**src/rtl/seq_signed_divider_pkg.sv**
```systemverilog
// Shared definitions for the sequential signed divider: FSM encodings and counter sizing.
package seq_signed_divider_pkg;

  localparam logic [1:0] DIV_IDLE = 2'd0;
  localparam logic [1:0] DIV_PREP = 2'd1;
  localparam logic [1:0] DIV_ITER = 2'd2;
  localparam logic [1:0] DIV_FIX  = 2'd3;

  // Counter must hold the value WIDTH itself, hence w+1.
  function automatic int div_cnt_w(input int w);
    return $clog2(w + 1);
  endfunction

endpackage

```
**src/rtl/seq_signed_divider_step.sv**
```systemverilog
// One restoring-division iteration on unsigned magnitudes: shift, compare, conditional subtract.
module div_restore_step
  import seq_signed_divider_pkg::*;
#(
  parameter int WIDTH = 69
) (
  input  logic [WIDTH-1:0] rem_in,
  input  logic [WIDTH-1:0] dvd_in,
  input  logic [WIDTH-1:0] dvs,
  output logic [WIDTH-1:0] rem_out,
  output logic [WIDTH-1:0] dvd_out,
  output logic             qbit
);

  logic [WIDTH-1:0] shifted_s;

  // rem < dvs <= 2^(WIDTH-1) before the shift, so the shifted value never overflows WIDTH bits.
  always_comb begin
    shifted_s = {rem_in[WIDTH-2:0], dvd_in[WIDTH-1]};
    if (shifted_s >= dvs) begin
      qbit    = 1'b1;
      rem_out = shifted_s - dvs;
    end else begin
      qbit    = 1'b0;
      rem_out = shifted_s;
    end
    dvd_out = {dvd_in[WIDTH-2:0], 1'b0};
  end

endmodule

```
**src/rtl/seq_signed_divider.sv**
```systemverilog
// Iterative radix-2 restoring signed divider; quotient truncates toward zero, remainder takes the dividend's sign.
module seq_signed_divider
  import seq_signed_divider_pkg::*;
#(
  parameter int WIDTH = 69
) (
  input  logic             clk,
  input  logic             reset,
  input  logic             launch,
  input  logic [WIDTH-1:0] dividend,
  input  logic [WIDTH-1:0] divisor,
  output logic             busy,
  output logic             done,
  output logic             div_by_zero,
  output logic [WIDTH-1:0] quotient,
  output logic [WIDTH-1:0] remainder
);

  localparam int               CNT_W    = div_cnt_w(WIDTH);
  localparam logic [CNT_W-1:0] CNT_LOAD = CNT_W'(WIDTH);
  localparam logic [CNT_W-1:0] CNT_ONE  = CNT_W'(1);

  logic [1:0]       state_q, state_d;
  logic [CNT_W-1:0] counter_q, counter_d;
  logic [WIDTH-1:0] dvd_q, dvd_d;
  logic [WIDTH-1:0] dvs_q, dvs_d;
  logic [WIDTH-1:0] rem_q, rem_d;
  logic             qneg_q, qneg_d;
  logic             rneg_q, rneg_d;
  logic             zero_q, zero_d;
  logic [WIDTH-1:0] quot_q, quot_d;
  logic [WIDTH-1:0] remo_q, remo_d;
  logic             dbz_q, dbz_d;
  logic             done_q, done_d;
  logic             busy_q, busy_d;

  logic [WIDTH-1:0] step_rem_s;
  logic [WIDTH-1:0] step_dvd_s;
  logic             step_qbit_s;

  div_restore_step #(.WIDTH(WIDTH)) u_step (
    .rem_in  (rem_q),
    .dvd_in  (dvd_q),
    .dvs     (dvs_q),
    .rem_out (step_rem_s),
    .dvd_out (step_dvd_s),
    .qbit    (step_qbit_s)
  );

  // Next-state and datapath control; dvd_q doubles as the quotient shift register during ITER.
  always_comb begin
    state_d   = state_q;
    counter_d = counter_q;
    dvd_d     = dvd_q;
    dvs_d     = dvs_q;
    rem_d     = rem_q;
    qneg_d    = qneg_q;
    rneg_d    = rneg_q;
    zero_d    = zero_q;
    quot_d    = quot_q;
    remo_d    = remo_q;
    dbz_d     = dbz_q;
    done_d    = 1'b0;
    case (state_q)
      DIV_IDLE: begin
        if (launch) begin
          dvd_d  = dividend;
          dvs_d  = divisor;
          qneg_d = dividend[WIDTH-1] ^ divisor[WIDTH-1];
          rneg_d = dividend[WIDTH-1];
          if (divisor == '0) begin
            zero_d  = 1'b1;
            state_d = DIV_FIX;
          end else begin
            zero_d  = 1'b0;
            state_d = DIV_PREP;
          end
        end else begin
          state_d = DIV_IDLE;
        end
      end
      DIV_PREP: begin
        // Negating the most-negative value wraps to itself, which is 2^(WIDTH-1) read as unsigned.
        dvd_d     = dvd_q[WIDTH-1] ? -dvd_q : dvd_q;
        dvs_d     = dvs_q[WIDTH-1] ? -dvs_q : dvs_q;
        rem_d     = '0;
        counter_d = CNT_LOAD;
        state_d   = DIV_ITER;
      end
      DIV_ITER: begin
        rem_d     = step_rem_s;
        dvd_d     = step_dvd_s | {{(WIDTH-1){1'b0}}, step_qbit_s};
        counter_d = counter_q - CNT_ONE;
        if (counter_q == CNT_ONE) begin
          state_d = DIV_FIX;
        end else begin
          state_d = DIV_ITER;
        end
      end
      DIV_FIX: begin
        if (zero_q) begin
          quot_d = '1;
          remo_d = dvd_q;
        end else begin
          quot_d = qneg_q ? -dvd_q : dvd_q;
          remo_d = rneg_q ? -rem_q : rem_q;
        end
        dbz_d   = zero_q;
        done_d  = 1'b1;
        state_d = DIV_IDLE;
      end
      default: begin
        state_d = DIV_IDLE;
      end
    endcase
    busy_d = (state_d != DIV_IDLE);
  end

  // State and output registers with synchronous reset.
  always_ff @(posedge clk) begin
    if (reset) begin
      state_q   <= DIV_IDLE;
      counter_q <= '0;
      dvd_q     <= '0;
      dvs_q     <= '0;
      rem_q     <= '0;
      qneg_q    <= 1'b0;
      rneg_q    <= 1'b0;
      zero_q    <= 1'b0;
      quot_q    <= '0;
      remo_q    <= '0;
      dbz_q     <= 1'b0;
      done_q    <= 1'b0;
      busy_q    <= 1'b0;
    end else begin
      state_q   <= state_d;
      counter_q <= counter_d;
      dvd_q     <= dvd_d;
      dvs_q     <= dvs_d;
      rem_q     <= rem_d;
      qneg_q    <= qneg_d;
      rneg_q    <= rneg_d;
      zero_q    <= zero_d;
      quot_q    <= quot_d;
      remo_q    <= remo_d;
      dbz_q     <= dbz_d;
      done_q    <= done_d;
      busy_q    <= busy_d;
    end
  end

  assign busy        = busy_q;
  assign done        = done_q;
  assign div_by_zero = dbz_q;
  assign quotient    = quot_q;
  assign remainder   = remo_q;

endmodule
```
**config.mk**
```make
export PLATFORM = sky130hd
export DESIGN_NAME = seq_signed_divider
export DESIGN_NICKNAME = d
export VERILOG_FILES = /design/src/rtl/seq_signed_divider_pkg.sv /design/src/rtl/seq_signed_divider_step.sv /design/src/rtl/seq_signed_divider.sv
export SDC_FILE = /design/constraint.sdc
export NUM_CORES = 1
export LEC_CHECK = 0
export CAP_MARGIN = 25
export CORE_MARGIN = 4
export CORE_UTILIZATION = 45
export DETAILED_ROUTE_END_ITERATION = 7
export PLACE_DENSITY = 0.75
export SETUP_SLACK_MARGIN = 0.1
export SKIP_LAST_GASP = 1
export SYNTH_ARGS = -nofsm -noshare
export SYNTH_HDL_FRONTEND = slang
export SYNTH_SLANG_ARGS = --single-unit
```
**constraint.sdc**
```tcl
create_clock -name clk -period 3.8 [get_ports clk]
set_input_delay 0.76 -clock clk [delete_from_list [all_inputs] [get_ports clk]]
set_output_delay 0.76 -clock clk [all_outputs]
set_load 0.005 [all_outputs]
```
==> flow_metrics.tcl, run 1 <==
set metrics [dict create \
    gp_congestion 0.9949 \
    syn_area_per_cell_um2 7.305 \
    required_ns 4.23 \
    drtIter0Drc 3299 \
    tns_ns 0 \
    io_pins 282 \
    tightestPinTransition_ns 0.9967 \
    synth_top_area_share_pct 28.91 \
    antenna_found_initial 3 \
    slew_headroom_pct 33.56 \
    finalCriticalPeriod_ns 3.615 \
    die_w_um 243.4 \
    yosys-top-cells-count "nor2_1, dfxtp_1, nand2_1" \
    syn_nets 3633 \
    power_leakage_nw 11.92 \
    drc_errors 0 \
    stdcell_count 4408 \
    synth-async-reset-ratio_pct 0 \
    critPathKind "flop to flop" \
    yosys.cell_types.count 92 \
    insertion_delay_ns 0.59 \
    area_growth_pct 23.33 \
    ys_ff_latch 360 \
    io_buffer_count 281 \
    die_area_mm2 0.05922 \
    grt_usage_pct 28.48 \
    final.period_utilization_pct 95.12 \
    hold_viol 0 \
    initial_core_util_pct 45.86 \
    cp_max_fo 3 \
    layout.nets 3856 \
    grt_pass1_vias 24123 \
    maxSlewViolCount 0 \
    root_buffer "clkbuf_16" \
    grt_pass1_wl_um 138200 \
    coreArea_mm2 0.05435 \
    vdd_drop_max_uv 317.4 \
    cts_hold_buf 0 \
    clk_pin_slew_ns 0.06 \
    multi_input_area_mm2 0.01640 \
    wl_per_cell_um 20.38 \
    drive_gt1_share_pct 9.079 \
    status "complete, no violations" \
    cts_max_level 2 \
    power_density_mw_per_mm2 349.9 \
    synth_edf_count 0 \
    fillCellCount 5049 \
    dr.pass1.iters 6 \
    ys_seq_area_share_pct 28.91 \
    maxCapViolCount 0 \
    cts_buffers 42 \
    crit_path_end_kind "flop" \
    syn_area_mm2 0.02493 \
    routed_wirelength_um 89860 \
    hold_path_class "input pin to flop" \
    grt_max_degree 179 \
    power_w 0.01076 \
    synth_top_area_cell "dfxtp_1" \
    synth_area_leaders "dfxtp_1, a21oi_1, nor2_1" \
    yosysWarningCount 0 \
    vias_per_cell 6.111 \
    clock-sinks 360 \
    rsz0062_at_grt "false" \
    skew_ns 0.03317 \
    grt.overflow.total 0 \
    finalSetupViolations 0 \
    setup.worst_path.start_class "flop" \
    fp-row-count 85 \
    cts_tree "built" \
    numPlacedInstances 4325 \
    ant_nets 0 \
    dp_hpwl_um 66080 \
    synthFlopType "dfxtp_1" \
    clock_path_buffers 3 \
    fmax_ghz 0.2766 \
    synthCells 3412 \
    dr_total_vias 26937 \
    synth.most_common_cell "nor2_1" \
    regArea_mm2 0.007219 \
    die_h_um 243.4 \
    arrival_ns 4.05 \
]
## sequential cells by signal, summed over array words and instances (netlist names), 2 cells and up
| name | flops |
|---|---|
| counter_q | 7 |
| dvd_q | 69 |
| dvs_q | 69 |
| quotient | 69 |
| rem_q | 69 |
| remainder | 69 |
| state_q | 2 |
## power breakdown
group / leakage, nW / internal (W) / total (W) / switching (W)
sequential: 2.93 / 0.00392 / 0.00412 / 0.000205
clock: 0.687 / 0.00240 / 0.00414 / 0.00174
combinational: 8.31 / 0.000981 / 0.00249 / 0.00151
## cells by family (layout without fill, tap and decap cells)
family                     Yosys count  in the layout  synth area share, %
DFF                                360            360                28.91
and+or+nand+nor                   1213           1213                23.31
other                                0              1                    0
buffers and inverters              403            659                6.250
muxes                               43             43                1.742
adders and majority gates           80             80                4.046
AOI/OAI and AO/OA                 1091           1091                27.94
xor gates and xnor gates           222            222                7.801
## per-stage QoR
step	area, µm²	setup slack [ns]	hold slack, ns	util [%]
floorplan	24930	0.06576	0.4496	-
global placement	29110	0.1077	0.4616	53.57
detailed placement	29110	0.06352	0.4668	53.57
CTS	30520	0.1107	0.4485	56.16
global route	30740	0.09802	0.4847	56.56
finish	30740	0.1853	0.4748	56.56
## routing by layer
layer,GRT usage [%],vias to the layer above,share of wire [%]
met3,5.662,199,10
met2,41.39,1343,42
met5,0.9804,-,0.11
li1,-,12817,-
met4,10.47,6,3.9
met1,41.51,12572,44
## what timing repair did
| action | 4_1_cts | 5_1_grt |
|---|---|---|
| pin swaps | 2 | 5 |
| setup buffers | 2 | 1 |
| gates cloned | 0 | 2 |
| setup endpoints to repair | 15 | 81 |
| resized for setup | 0 | 37 |
## critical path, stage by stage, from the launching register on
cell and delay (ns):
dfxtp_1 0.30, or4_4 0.54, or4_4 0.47, nor4b_4 0.41, nand4_2 0.16, or3_4 0.35, or4_4 0.49, nor3_2 0.13
mux2_2 0.36, a221oi_2 0.21, nor2_1 0.05
## placed cells by master (no fill, tap or decap), drive strengths merged, types with 14 or more instances in the layout
master,n
o21bai,16
o41ai,18
nand2,327
ha,79
a22oi,29
nand4,41
dfxtp,360
nor3,84
nand2b,42
o211ai,27
or4,24
o31ai,41
nor2,402
or3,52
a21o,33
nor2b,14
xnor2,86
a211oi,106
a221o,21
buf,174
a221oi,35
mux2i,40
clkbuf,64
o21ai,295
or2,15
inv,124
a21oi,304
o21a,15
nand3,56
a32oi,25
nor4,55
clkdlybuf4s50,280
a31oi,19
xor2,136
and3,52
## cell type report
class	instances	share of cell area, %
Sequential cell	360	23.49
Antenna cell	1	0.008141
Multi-Input combinational cell	2649	53.35
Inverter	125	1.526
Clock buffer	61	4.013
Clock inverter	16	0.5251
Timing Repair Buffer	457	14.09
Tap cell	739	3.008
## path summary, 6_finish.rpt
kind / from / to / slack, ns / depth (start not counted)
max: dvs_q[5] / dvs_q[66] / 0.19 / 10
min: reset / rneg_q / 0.47 / 2
max reg2reg: dvs_q[5] / dvs_q[66] / 0.19 / 10
min reg2reg: dvs_q[46] / dvs_q[46] / 0.48 / 2
No activity file was read; power rests on OpenSTA's default activity.
==> inputs of run 2 (changes only) <==
--- a/config.mk
+++ b/config.mk
@@ -11,7 +11,6 @@
 export DETAILED_ROUTE_END_ITERATION = 7
 export PLACE_DENSITY = 0.75
 export SETUP_SLACK_MARGIN = 0.1
-export SKIP_LAST_GASP = 1
 export SYNTH_ARGS = -nofsm -noshare
 export SYNTH_HDL_FRONTEND = slang
 export SYNTH_SLANG_ARGS = --single-unit
==> results of run 2 <==
The final DEF is identical to that of run 1; final timing and power are the same.
